==> src/rtl/poly_spi_pkg.sv <==
// Shared constants, opcodes, frame-length helper and FSM state type for the polygon SPI register file.
// Optional readback is enabled with the POLY_SPI_READBACK_EN macro (see poly_spi_regfile).
package poly_spi_pkg;

  localparam int unsigned NUM_POLY_DEF = 4;
  localparam int unsigned X_W_DEF      = 7;
  localparam int unsigned Y_W_DEF      = 6;
  localparam int unsigned COLOR_W_DEF  = 6;
  localparam int unsigned CMD_W        = 8;

  localparam logic [7:0] OP_LOAD      = 8'h80;
  localparam logic [7:0] OP_CLEAR     = 8'h40;
  localparam logic [7:0] OP_READ      = 8'hC0;
  localparam logic [7:0] OP_BG        = 8'h01;
  localparam logic [7:0] OP_SLOT_MASK = 8'hF8;

  // Total frame length: command byte plus color and three (x,y) vertices.
  function automatic int unsigned frame_w(input int unsigned x_w, input int unsigned y_w,
                                          input int unsigned color_w);
    return CMD_W + color_w + 3 * x_w + 3 * y_w;
  endfunction

  typedef enum logic [1:0] {
    ST_IDLE,
    ST_CMD,
    ST_PAYLOAD,
    ST_DONE
  } spi_state_e;

endpackage

==> src/rtl/poly_spi_sampler.sv <==
// Brings the asynchronous SPI pins into the clk domain and detects sck edges.
module poly_spi_sampler (
  input  logic clk,
  input  logic rst_n,
  input  logic cs_in,
  input  logic sck_in,
  input  logic mosi_in,
  output logic cs_sync,
  output logic mosi_sync,
  output logic sck_rise_c,
  output logic sck_fall_c
);

  logic [2:0] sck_q;
  logic       cs_meta;
  logic       mosi_meta;

  // Chip select resets to its inactive (high) level so no frame starts spuriously.
  always_ff @(posedge clk) begin
    if (!rst_n) begin
      sck_q     <= '0;
      cs_meta   <= 1'b1;
      cs_sync   <= 1'b1;
      mosi_meta <= 1'b0;
      mosi_sync <= 1'b0;
    end else begin
      sck_q     <= {sck_q[1:0], sck_in};
      cs_meta   <= cs_in;
      cs_sync   <= cs_meta;
      mosi_meta <= mosi_in;
      mosi_sync <= mosi_meta;
    end
  end

  assign sck_rise_c = sck_q[1] & ~sck_q[2];
  assign sck_fall_c = ~sck_q[1] & sck_q[2];

endmodule

==> src/rtl/poly_spi_regfile.sv <==
// SPI-loaded polygon register file: one LSB-first frame per command, committed once on completion.
// Define POLY_SPI_READBACK_EN to build the 0xC0|k slot readback path on miso_out.
module poly_spi_regfile
  import poly_spi_pkg::*;
#(
  parameter int unsigned NUM_POLY = NUM_POLY_DEF,
  parameter int unsigned X_W      = X_W_DEF,
  parameter int unsigned Y_W      = Y_W_DEF,
  parameter int unsigned COLOR_W  = COLOR_W_DEF
) (
  input  logic                        clk,
  input  logic                        rst_n,
  input  logic                        cs_in,
  input  logic                        sck_in,
  input  logic                        mosi_in,
  output logic                        miso_out,
  input  logic                        en_load,
  output logic [COLOR_W-1:0]          bg_color_out,
  output logic [NUM_POLY*COLOR_W-1:0] poly_color_out,
  output logic [NUM_POLY*X_W-1:0]     v0_x_out,
  output logic [NUM_POLY*X_W-1:0]     v1_x_out,
  output logic [NUM_POLY*X_W-1:0]     v2_x_out,
  output logic [NUM_POLY*Y_W-1:0]     v0_y_out,
  output logic [NUM_POLY*Y_W-1:0]     v1_y_out,
  output logic [NUM_POLY*Y_W-1:0]     v2_y_out,
  output logic [NUM_POLY-1:0]         poly_enable_out,
  output logic                        frame_done,
  output logic                        cmd_err
);

  localparam int unsigned FRAME_W = frame_w(X_W, Y_W, COLOR_W);
  localparam int unsigned PAY_W   = FRAME_W - CMD_W;
  localparam int unsigned CNT_W   = $clog2(FRAME_W + 1);
  localparam int unsigned OFF_COL = CMD_W;
  localparam int unsigned OFF_V0X = OFF_COL + COLOR_W;
  localparam int unsigned OFF_V1X = OFF_V0X + X_W;
  localparam int unsigned OFF_V2X = OFF_V1X + X_W;
  localparam int unsigned OFF_V0Y = OFF_V2X + X_W;
  localparam int unsigned OFF_V1Y = OFF_V0Y + Y_W;
  localparam int unsigned OFF_V2Y = OFF_V1Y + Y_W;

  logic cs_sync, mosi_sync, sck_rise_c, sck_fall_c;

  poly_spi_sampler u_sampler (
    .clk        (clk),
    .rst_n      (rst_n),
    .cs_in      (cs_in),
    .sck_in     (sck_in),
    .mosi_in    (mosi_in),
    .cs_sync    (cs_sync),
    .mosi_sync  (mosi_sync),
    .sck_rise_c (sck_rise_c),
    .sck_fall_c (sck_fall_c)
  );

  spi_state_e         state_q, state_d;
  logic [CNT_W-1:0]   cnt_q;
  logic [FRAME_W-1:0] frame_q;
  logic               commit_q;
  logic               sample_c, last_bit_c, cmd_bit_c;

  assign sample_c   = sck_rise_c & en_load & ~cs_sync & (state_q != ST_DONE);
  assign cmd_bit_c  = sample_c & (cnt_q == CNT_W'(CMD_W - 1));
  assign last_bit_c = sample_c & (cnt_q == CNT_W'(FRAME_W - 1));

  always_ff @(posedge clk) begin
    if (!rst_n) state_q <= ST_IDLE;
    else        state_q <= state_d;
  end

  // Phase follows the received bit count; cs high aborts from anywhere.
  always_comb begin
    state_d = state_q;
    if (cs_sync) begin
      state_d = ST_IDLE;
    end else begin
      case (state_q)
        ST_IDLE:    state_d = ST_CMD;
        ST_CMD:     if (cmd_bit_c) state_d = ST_PAYLOAD;
        ST_PAYLOAD: if (last_bit_c) state_d = ST_DONE;
        ST_DONE:    state_d = ST_DONE;
        default:    state_d = ST_IDLE;
      endcase
    end
  end

  always_ff @(posedge clk) begin
    if (!rst_n) begin
      cnt_q    <= '0;
      frame_q  <= '0;
      commit_q <= 1'b0;
    end else begin
      commit_q <= last_bit_c;
      if (cs_sync) begin
        cnt_q   <= '0;
        frame_q <= '0;
      end else if (sample_c) begin
        frame_q[cnt_q] <= mosi_sync;
        cnt_q          <= cnt_q + CNT_W'(1);
      end
    end
  end

  logic [7:0] cmd_c;
  logic [2:0] slot_c;
  logic       slot_ok_c, is_load_c, is_clear_c, is_bg_c, is_read_c, cmd_ok_c;

  assign cmd_c      = frame_q[CMD_W-1:0];
  assign slot_c     = cmd_c[2:0];
  assign slot_ok_c  = 32'(slot_c) < NUM_POLY;
  assign is_load_c  = ((cmd_c & OP_SLOT_MASK) == OP_LOAD) & slot_ok_c;
  assign is_clear_c = ((cmd_c & OP_SLOT_MASK) == OP_CLEAR) & slot_ok_c;
  assign is_bg_c    = (cmd_c == OP_BG);
`ifdef POLY_SPI_READBACK_EN
  assign is_read_c  = ((cmd_c & OP_SLOT_MASK) == OP_READ) & slot_ok_c;
`else
  assign is_read_c  = 1'b0;
`endif
  assign cmd_ok_c   = is_load_c | is_clear_c | is_bg_c | is_read_c;

  // Single commit per frame; a read command only acknowledges.
  always_ff @(posedge clk) begin
    if (!rst_n) begin
      bg_color_out    <= '0;
      poly_color_out  <= '0;
      v0_x_out        <= '0;
      v1_x_out        <= '0;
      v2_x_out        <= '0;
      v0_y_out        <= '0;
      v1_y_out        <= '0;
      v2_y_out        <= '0;
      poly_enable_out <= '0;
      frame_done      <= 1'b0;
      cmd_err         <= 1'b0;
    end else begin
      frame_done <= commit_q & cmd_ok_c;
      cmd_err    <= commit_q & ~cmd_ok_c;
      if (commit_q && is_bg_c) bg_color_out <= frame_q[OFF_COL +: COLOR_W];
      for (int k = 0; k < int'(NUM_POLY); k++) begin
        if (commit_q && slot_c == 3'(k)) begin
          if (is_load_c) begin
            poly_color_out[k*COLOR_W +: COLOR_W] <= frame_q[OFF_COL +: COLOR_W];
            v0_x_out[k*X_W +: X_W]               <= frame_q[OFF_V0X +: X_W];
            v1_x_out[k*X_W +: X_W]               <= frame_q[OFF_V1X +: X_W];
            v2_x_out[k*X_W +: X_W]               <= frame_q[OFF_V2X +: X_W];
            v0_y_out[k*Y_W +: Y_W]               <= frame_q[OFF_V0Y +: Y_W];
            v1_y_out[k*Y_W +: Y_W]               <= frame_q[OFF_V1Y +: Y_W];
            v2_y_out[k*Y_W +: Y_W]               <= frame_q[OFF_V2Y +: Y_W];
            poly_enable_out[k]                   <= 1'b1;
          end else if (is_clear_c) begin
            poly_color_out[k*COLOR_W +: COLOR_W] <= '0;
            v0_x_out[k*X_W +: X_W]               <= '0;
            v1_x_out[k*X_W +: X_W]               <= '0;
            v2_x_out[k*X_W +: X_W]               <= '0;
            v0_y_out[k*Y_W +: Y_W]               <= '0;
            v1_y_out[k*Y_W +: Y_W]               <= '0;
            v2_y_out[k*Y_W +: Y_W]               <= '0;
            poly_enable_out[k]                   <= 1'b0;
          end
        end
      end
    end
  end

`ifdef POLY_SPI_READBACK_EN
  logic [PAY_W-1:0] tx_q, rd_pay_c;
  logic [7:0]       cmd_live_c;
  logic             rd_active_q, load_rd_c;

  // The command byte is complete including the bit being sampled right now.
  assign cmd_live_c = {mosi_sync, frame_q[CMD_W-2:0]};
  assign load_rd_c  = cmd_bit_c & ((cmd_live_c & OP_SLOT_MASK) == OP_READ)
                    & (32'(cmd_live_c[2:0]) < NUM_POLY);

  always_comb begin
    rd_pay_c = '0;
    for (int k = 0; k < int'(NUM_POLY); k++) begin
      if (cmd_live_c[2:0] == 3'(k)) begin
        rd_pay_c = {v2_y_out[k*Y_W +: Y_W], v1_y_out[k*Y_W +: Y_W], v0_y_out[k*Y_W +: Y_W],
                    v2_x_out[k*X_W +: X_W], v1_x_out[k*X_W +: X_W], v0_x_out[k*X_W +: X_W],
                    poly_color_out[k*COLOR_W +: COLOR_W]};
      end
    end
  end

  always_ff @(posedge clk) begin
    if (!rst_n || cs_sync) begin
      tx_q        <= '0;
      rd_active_q <= 1'b0;
      miso_out    <= 1'b0;
    end else if (load_rd_c) begin
      tx_q        <= rd_pay_c;
      rd_active_q <= 1'b1;
    end else if (sck_fall_c && rd_active_q) begin
      miso_out <= tx_q[0];
      tx_q     <= tx_q >> 1;
    end
  end
`else
  logic unused_c;
  assign unused_c = sck_fall_c;
  assign miso_out = 1'b0;
`endif

endmodule

==> config.mk <==
export PLATFORM = sky130hd
export DESIGN_NAME = poly_spi_regfile
export DESIGN_NICKNAME = d
export VERILOG_FILES = /design/src/rtl/poly_spi_pkg.sv /design/src/rtl/poly_spi_sampler.sv /design/src/rtl/poly_spi_regfile.sv
export SDC_FILE = /design/constraint.sdc
export NUM_CORES = 1
export LEC_CHECK = 0
export ABC_AREA = 0
export CAP_MARGIN = 20
export CELL_PAD_IN_SITES_DETAIL_PLACEMENT = 2
export CELL_PAD_IN_SITES_GLOBAL_PLACEMENT = 2
export CORE_ASPECT_RATIO = 0.75
export CORE_MARGIN = 4
export CORE_UTILIZATION = 35
export DETAILED_ROUTE_END_ITERATION = 12
export GPL_ROUTABILITY_DRIVEN = 0
export PLACE_DENSITY = 0.8
export SLEW_MARGIN = 40
export SYNTH_ARGS = -nofsm -noshare
export SYNTH_HDL_FRONTEND = slang
export SYNTH_SLANG_ARGS = --single-unit
==> constraint.sdc <==
create_clock -name clk -period 3 [get_ports clk]
set_clock_uncertainty 0.2 [all_clocks]
set_input_delay 0.75 -clock clk [delete_from_list [all_inputs] [get_ports clk]]
set_output_delay 0.75 -clock clk [all_outputs]
set_load 0.02 [all_outputs]
Yosys cells after proc, flatten, opt, wreduce, memory -nomap -nowiden --
Index checks and enable logic that the tools add are counted.
Storage, ports and cells: bits of input ports 6, word-level logic and storage cells 110, bits in registers 261
Operators by class: muxes and demuxes 17, bitwise operators 16, equal/unequal tests 14, add/sub/neg operators 1, order comparisons 3, reduce and logical (&&, ||, !) cells 15
Operator list (number):
- $bwmux W53 | 1
- $mux W6 | 5
- $mux W7 | 4
- $and A1 B1 Y1 | 10
- $reduce_and A2 Y1 | 5
- $eq A8 B1 Y1 const B | 1
- $pmux W2 S4 | 1
- $lt A6 B7 Y1 const B | 1
- $add A6 B1 Y6 const B | 1
- $demux W1 S6 | 1
- $eq A3 B2 Y1 const B | 2
- $eq A6 B3 Y1 const B | 1
- $eq A6 B6 Y1 const B | 1
- $ge A6 B1 Y1 const B | 1
- $logic_and A1 B1 Y1 | 6
- $ne A2 B2 Y1 const B | 3
- $eq A5 B4 Y1 const B | 1
- $eq A5 B5 Y1 const B | 1
- $eq A2 B2 Y1 const B | 2
- $mux W2 | 2
- $not A1 Y1 | 4
- $eq A3 B1 Y1 const B | 1
- $logic_not A3 Y1 | 1
- $lt A3 B3 Y1 const B | 1
- 6 further kinds | 9

Logic depth before layout (Yosys ltp) --
Gate-level depths: netlist of the first run.
depth in word-level cells 8, mapped depth 6, mapped depth without buffers 4

By module --
From an unflattened synthesis of the first run, not the netlist that was laid out.
Second synthesis, totals: cells, all modules 827, area, all modules 9419.0 µm²
Modules (own cells, without submodules):
- poly_spi_regfile | area each 9222.6 µm², cells an instance 811, sequential area each 5084.9 µm², times used 1
- poly_spi_sampler | area each 196.4 µm², cells an instance 16, sequential area each 140.1 µm², times used 1

Worst setup path before layout of the first run --
No wires, ideal clock.
path type input to register, from input port en_load, to register cnt_q[4], required time 2677 ps, setup slack 875 ps, stages on the path 5, arrival time 1802 ps, cells stage by stage nor4bb_1 > clkbuf_1 > buf_2 > nand4_1 > mux2_1
Between the ends: cells in the longest elaborated chain, start to end 3
Ends and longest elaborated chain:
- start, declared | RTL line poly_spi_regfile.sv:17 | input logic en_load,
- $and A1 B1 Y1 (3 in series) | RTL line poly_spi_regfile.sv:62 | assign sample_c = sck_rise_c & en_load & ~cs_sync & (state_q != ST_DONE);
- end signal, assigned | RTL line poly_spi_regfile.sv:99 | cnt_q <= cnt_q + CNT_W'(1);
- end, declared | RTL line poly_spi_regfile.sv:57 | logic [CNT_W-1:0] cnt_q;
No other way between the ends. A chain may end at the register's enable or synchronous reset.

Final worst setup path of the first run --
from register v1_x_out[13], to output port v1_x_out[13]
RTL lines:
- start, declared | RTL line poly_spi_regfile.sv:21 | output logic [NUM_POLY*X_W-1:0] v1_x_out,
- start signal, assigned by index | RTL line poly_spi_regfile.sv:144 | v1_x_out[k*X_W +: X_W] <= frame_q[OFF_V1X +: X_W];
No word-level cell between the ends.

==> run_results.csv, run 1 <==
group,metric,value,unit
outcome,status,"complete, no violations",
power_and_ir_drop,power.share.clock,48.8,%
placement,portBuffers,197,
sta,max_freq,393,MHz
drt,routedWlPerCell,24.5,um
power_and_ir_drop,p_comb_share,1.6,%
synthesis,synth_area,9170,um2
drt,via_per_inst,5.48,
layout,antenna_cells,0,
min_path,holdPathStages,1,
global_route,grt_max_degree,47,
clocking,post-cts-setup-buffer-count,0,
drt,routed_wl,32600,um
layout,multi_input_area,3540,um2
clocking,cts_buffers,27,
worst_setup_path,reg2reg_slack,0.98,ns
synthesis,synth_nets,796,
clocking,cts.htree.levels,1,
global_route,antenna_found_initial,0,
synthesis,synth_cell_type_count,51,
layout,fillerInstances,2547,
sta,relSlewSlack,44.8,%
synthesis,ys_warn_count,0,
clocking,cts-resized-gates,0,
power_and_ir_drop,p_per_area,565,nW/um2
worst_setup_path,path_buf_inv,1,
sta,rsz0062_at_grt,"no",
synthesis,postSynth.asyncResetShare,0,%
placement,hpwl,20200,um
global_route,grt_use_total,21.9,%
power_and_ir_drop,leakage,4.78,nW
global_route,overflow,0,
clocking,cts.sinks,261,
worst_setup_path,reg2reg_to,"v1_y_out[4]",
min_path,min_from,"u_sampler.cs_meta",
sta,setup_viol,0,
power_and_ir_drop,switching_share,21.3,%
layout,seqCellArea,5230,um2
synthesis,ys_seq_elements,261,
global_route,grt_pass1_vias,8043,
layout,fin_nets,972,
clocking,clk_latency,0.54,ns
power_and_ir_drop,p_int,5.50,mW
worst_setup_path,worstSetupStartpointType,"register",
drt,drcViolationCount,0,
die,start_util,35.5,%
drt,postRouteAntennaNets,0,
die,die_h,148,um
sta,hold_viol,0,
drt,vias,7273,
power_and_ir_drop,ir_drop,0.422,mV
worst_setup_path,critPathKind,"register to output pin",
worst_setup_path,r2r-start,"frame_q[2]",
worst_setup_path,slowest_delay,0.71,ns
synthesis,syn-instance-count,788,
sta,final-max-slew-violation-count,0,
power_and_ir_drop,power.total,7.00,mW
synthesis,synth-edff-count,0,
die,design.core.area,25800,um2
clocking,cts_tree,"yes",
worst_setup_path,critPathCaptureType,"output pin",
worst_setup_path,crit_chain,"clkdlybuf4s50_1",
drt,firstDrtPassIters,4,
layout,drive_above_1_share,9.76,%
synthesis,ys.flop_type,"dfxtp_1",
layout,syn_to_final_growth,35.1,%
synthesis,syn_avg_cell_area,11.6,um2
die,rows,51,
clocking,cts_max_path_buffers,3,
worst_setup_path,crit_slowest_cell,"clkdlybuf4s50_1",
worst_setup_path,cp_data_required_time,2.05,ns
sta,fin_crit_sh,84.9,%
synthesis,ys_seq_area_share,57.0,%
global_route,grt_pass1_wl,50700,um
power_and_ir_drop,seq_power_share,49.6,%
drt,drt_iter0_drc,366,
min_path,min_path_type,"register to register",
die,die_area,28900,um2
worst_setup_path,worstPathArrival,1.60,ns
clocking,cts_root_buf,"clkbuf_16",
clocking,path_clk_slew,0.06,ns
worst_setup_path,cp_top_family,"buffers and inverters",
sta,setup-tns-final,0,ns
flow_run,maxCapViolCount,0,
sta,period_needed,2.55,ns
power_and_ir_drop,p_sw,1.49,mW
die,pin_count,199,
sta,max_slew.worst_pin.slew,0.827,ns
worst_setup_path,cp_max_fo,2,
worst_setup_path,ff2ff_path_depth,5,
clocking,hold_buffers,0,
min_path,min_to,"u_sampler.cs_sync",
die,chipWidth,195,um
==> final cells by class <==
type | count | share of cell area [%]
tap | 344 | 3.47
multi-input combinational | 447 | 28.6
clock buffer | 40 | 6.41
sequential | 261 | 42.2
clock inverter | 9 | 0.848
timing repair buffer | 222 | 18.3
inverter | 5 | 0.152
==> power by group through the flow <==
stage / Sequential [mW] / Combinational, mW / Clock [mW]
2_1_floorplan: 3.55 / 0.0743 / 0
3_3_place_gp: 3.55 / 0.109 / 0
3_5_place_dp: 3.55 / 0.111 / 0
4_1_cts: 3.47 / 0.113 / 3.49
5_1_grt: 3.47 / 0.118 / 3.66
6_report: 3.47 / 0.112 / 3.41
==> how the worst max path moves through the flow <==
stage	start	end	slack [ns]	depth (start not counted)
5_1_grt	v0_x_out[25]	v0_x_out[25]	0.43	1
3_3_place_gp	en_load	frame_q[29]	0.34	6
4_1_cts	poly_color_out[22]	poly_color_out[22]	0.45	1
6_report	v1_x_out[13]	v1_x_out[13]	0.45	1
3_5_place_dp	en_load	frame_q[21]	0.23	6
2_1_floorplan	en_load	cnt_q[4]	0.88	5
==> per-stage QoR <==
stage               utilization (%)  hold WS [ns]  area (um2)  setup WS (ns)  instances
floorplan                         -         0.186        9170          0.875        788
global placement               44.4         0.200       11500          0.339       1279
detailed placement             44.4         0.205       11500          0.226       1279
CTS                            47.9         0.220       12400          0.453       1328
global route                   47.9         0.229       12400          0.426       1328
finish                         47.9         0.214       12400          0.454       1328
==> metal layers <==
metal  GRT usage [%]  up-vias  wire [um]
li1                -     3310          -
met1            29.3     3712      14300
met2            35.7      221      14800
met3            7.22       30       3110
met4            3.14        0        378
met5               0        -          0
==> synth_stat cells, drive strengths merged, types with 3 or more instances <==
cell type	instances	area (um2)
a22o	160	1400
and2	10	62.6
inv	4	15.0
o2bb2ai	20	175
and3b	3	26.3
clkbuf	31	116
nand4	56	357
a31oi	4	85.1
nand2b	4	25.0
a21o	3	22.5
nor2b	5	31.3
mux2i	60	601
nand3	6	30.0
buf	44	324
a21oi	4	20.0
and4	6	52.6
nor3b	3	32.5
dfxtp	261	5230
nand2	70	263
nor2	5	18.8
==> kinds of logic (layout without fill, tap and decap cells) <==
group / Yosys count / after routing / synth area share [%]
buf+inv: 80 / 276 / 5.01
mux: 61 / 61 / 6.67
compound gates: 202 / 202 / 19.5
fa+ha+maj: 2 / 2 / 0.273
xor+xnor: 1 / 1 / 0.300
flops: 261 / 261 / 57.0
other cells: 1 / 1 / 0.0409
simple gates: 180 / 180 / 11.2
==> cell usage in the layout, fill, tap and decap left out, types with 4 or more instances in the layout <==
cell type,Yosys,layout
nand3_1,6,6
and4_2,0,4
buf_4,1,16
o2bb2ai_1,20,20
nand4_1,55,55
clkbuf_1,31,6
clkdlybuf4s50_1,0,197
a31oi_4,4,4
nor2_1,5,4
nand2b_1,4,4
clkbuf_16,0,27
and2_1,10,10
a22o_1,160,160
inv_1,4,4
nand2_1,70,69
dfxtp_1,261,261
clkbuf_8,0,7
mux2i_1,60,60
buf_12,0,9
clkinv_2,0,4
==> flip-flops by register name, indices dropped and copies added, names as in the netlist, 3 cells and up <==
register	cells
frame_q	53
v0_x_out	28
v1_x_out	28
v2_x_out	28
poly_color_out	24
v0_y_out	24
v1_y_out	24
v2_y_out	24
bg_color_out	6
cnt_q	6
poly_enable_out	4
u_sampler.sck_q	3
Power figures use the tool's default switching activity.
==> run 2, diff against run 1 <==
--- a/config.mk
+++ b/config.mk
@@ -11,10 +11,10 @@
 export CELL_PAD_IN_SITES_GLOBAL_PLACEMENT = 2
 export CORE_ASPECT_RATIO = 0.75
 export CORE_MARGIN = 4
-export CORE_UTILIZATION = 35
+export CORE_UTILIZATION = 32
 export DETAILED_ROUTE_END_ITERATION = 12
 export GPL_ROUTABILITY_DRIVEN = 0
-export PLACE_DENSITY = 0.8
+export PLACE_DENSITY = 0.74
 export SLEW_MARGIN = 40
 export SYNTH_ARGS = -nofsm -noshare
 export SYNTH_HDL_FRONTEND = slang
==> constraint.sdc (replaced) <==
create_clock -name clk -period 2.52 [get_ports clk]
set_clock_uncertainty 0.2 [all_clocks]
set_input_delay 0.63 -clock clk [delete_from_list [all_inputs] [get_ports clk]]
set_output_delay 0.63 -clock clk [all_outputs]
set_load 0.02 [all_outputs]
==> run_results.csv, run 2 (synthesis gave the netlist of run 1 again) <==
group,metric,value,unit
clocking,cts_root_buf,"clkbuf_16",
clocking,cts.htree.levels,1,
outcome,status,"complete, no violations",
power_and_ir_drop,p_per_area,653,nW/um2
worst_setup_path,cp_data_required_time,1.69,ns
layout,drive_above_1_share,10.1,%
layout,final_util,44.9,%
global_route,grt_pass1_vias,7981,
drt,via_per_inst,5.25,
worst_setup_path,worstSetupStartpointType,"register",
drt,drcViolationCount,0,
min_path,min_from,"u_sampler.cs_meta",
worst_setup_path,crit_slowest_cell,"clkdlybuf4s50_1",
sta,whs,0.233,ns
layout,seqCellArea,5230,um2
sta,max_slew.worst_pin.slew,0.831,ns
die,start_util,32.6,%
sta,final-max-slew-violation-count,0,
layout,mostFrequentLayoutCells,"261 x dfxtp_1, 197 x clkdlybuf4s50_1, 160 x a22o_1",
drt,routed_wl,31500,um
worst_setup_path,cp_top_family,"buffers and inverters",
sta,fin_crit_sh,95.0,%
sta,setup-tns-final,0,ns
drt,routedWlPerCell,23.0,um
drt,wl_met2,14000,um
layout,syn_to_final_growth,37.6,%
layout,fillerInstances,2873,
sta,period_needed,2.40,ns
placement,portBuffers,197,
power_and_ir_drop,ir_drop,0.424,mV
sta,setup_slack,0.125,ns
worst_setup_path,cp_max_fo,2,
worst_setup_path,ff2ff_path_depth,4,
placement,hpwl,20900,um
die,rows,53,
layout,regMostFlops,"frame_q",
die,die_area,31500,um2
clocking,cts_tree,"yes",
layout,antenna_cells,0,
drt,vias,7215,
clocking,cts.sinks,261,
worst_setup_path,critPathKind,"register to output pin",
worst_setup_path,crit_start,"v0_x_out[0]",
worst_setup_path,critPathCaptureType,"output pin",
drt,wirelength_met1,14800,um
global_route,grt_max_degree,54,
clocking,clk_latency,0.53,ns
sta,hold_viol,0,
clocking,cts_buffers,27,
clocking,hold_buffers,0,
worst_setup_path,slowest_delay,0.67,ns
min_path,min_path_type,"register to register",
layout,largest_reg_flops,53,
drt,met3_length,2320,um
min_path,min_to,"u_sampler.cs_sync",
placement,dp_slack,0.0348,ns
power_and_ir_drop,leakage,4.86,nW
drt,drt_iter0_drc,286,
worst_setup_path,reg2reg_slack,0.50,ns
layout,multi_input_area,3540,um2
layout,fin_nets,981,
worst_setup_path,crit_chain,"clkdlybuf4s50_1",
global_route,antenna_found_initial,0,
clocking,cts-resized-gates,0,
min_path,holdPathStages,1,
global_route,grt_use_total,19.5,%
flow_run,maxCapViolCount,0,
power_and_ir_drop,power.total,8.24,mW
die,chipWidth,203,um
clocking,cts_max_path_buffers,3,
sta,max_freq,418,MHz
die,pin_count,199,
clocking,post-cts-setup-buffer-count,0,
clocking,path_clk_slew,0.06,ns
global_route,grt_pass1_wl,49400,um
worst_setup_path,worstPathArrival,1.57,ns
drt,routed.top_layer,"met4",
global_route,overflow,0,
layout,final_common_cell,"dfxtp_1",
die,design.core.area,28100,um2
drt,firstDrtPassIters,4,
sta,rsz0062_at_grt,"no",
die,die_h,155,um
worst_setup_path,r2r-start,"commit_q",
worst_setup_path,path_buf_inv,1,
sta,setup_viol,0,
worst_setup_path,reg2reg_to,"v2_y_out[1]",
drt,postRouteAntennaNets,0,
sta,relSlewSlack,44.5,%
==> run 2: worst max-delay path by stage <==
stage                         to  slack, ns  cells past startpoint
floorplan               cnt_q[4]       0.52                      5
global route         v1_x_out[4]       0.06                      1
detailed placement  v2_x_out[21]       0.03                      6
CTS                  v1_x_out[4]       0.09                      1
finish               v0_x_out[0]       0.12                      1
global placement     frame_q[39]       0.07                      6
==> run 2: metrics by stage <==
step	instance area (um2)	instances
after floorplan	9170	788
after global placement	11700	1329
after detailed placement	11700	1329
after CTS	12600	1373
after global routing	12600	1373
final	12600	1373
==> run 2: worst register-to-register path, cell delays in order, from the launching register on <==
cell and delay [ns]:
dfxtp_1 0.47, nor4b_2 0.54, and4_2 0.36, buf_12 0.19
a22o_1 0.19
==> run 2: area by class of cell <==
type                       count  share of cell area, %
sequential                   261                   41.4
multi-input combinational    447                   28.1
timing repair buffer         231                   19.6
clock buffer                  38                   6.16
tap                          385                   3.82
clock inverter                 6                  0.694
inverter                       5                  0.149
==> run 2: power breakdown <==
part	internal, mW	switching, mW	total [mW]
Clock	2.33	1.62	3.95
Combinational	0.0513	0.0964	0.148
Sequential	4.13	0.00397	4.13
==> run 2: per-layer routing <==
metal	up-vias	global-route usage, %
met5	-	0
li1	3309	-
met1	3688	26.4
met2	175	31.0
met4	0	3.27
met3	43	6.43
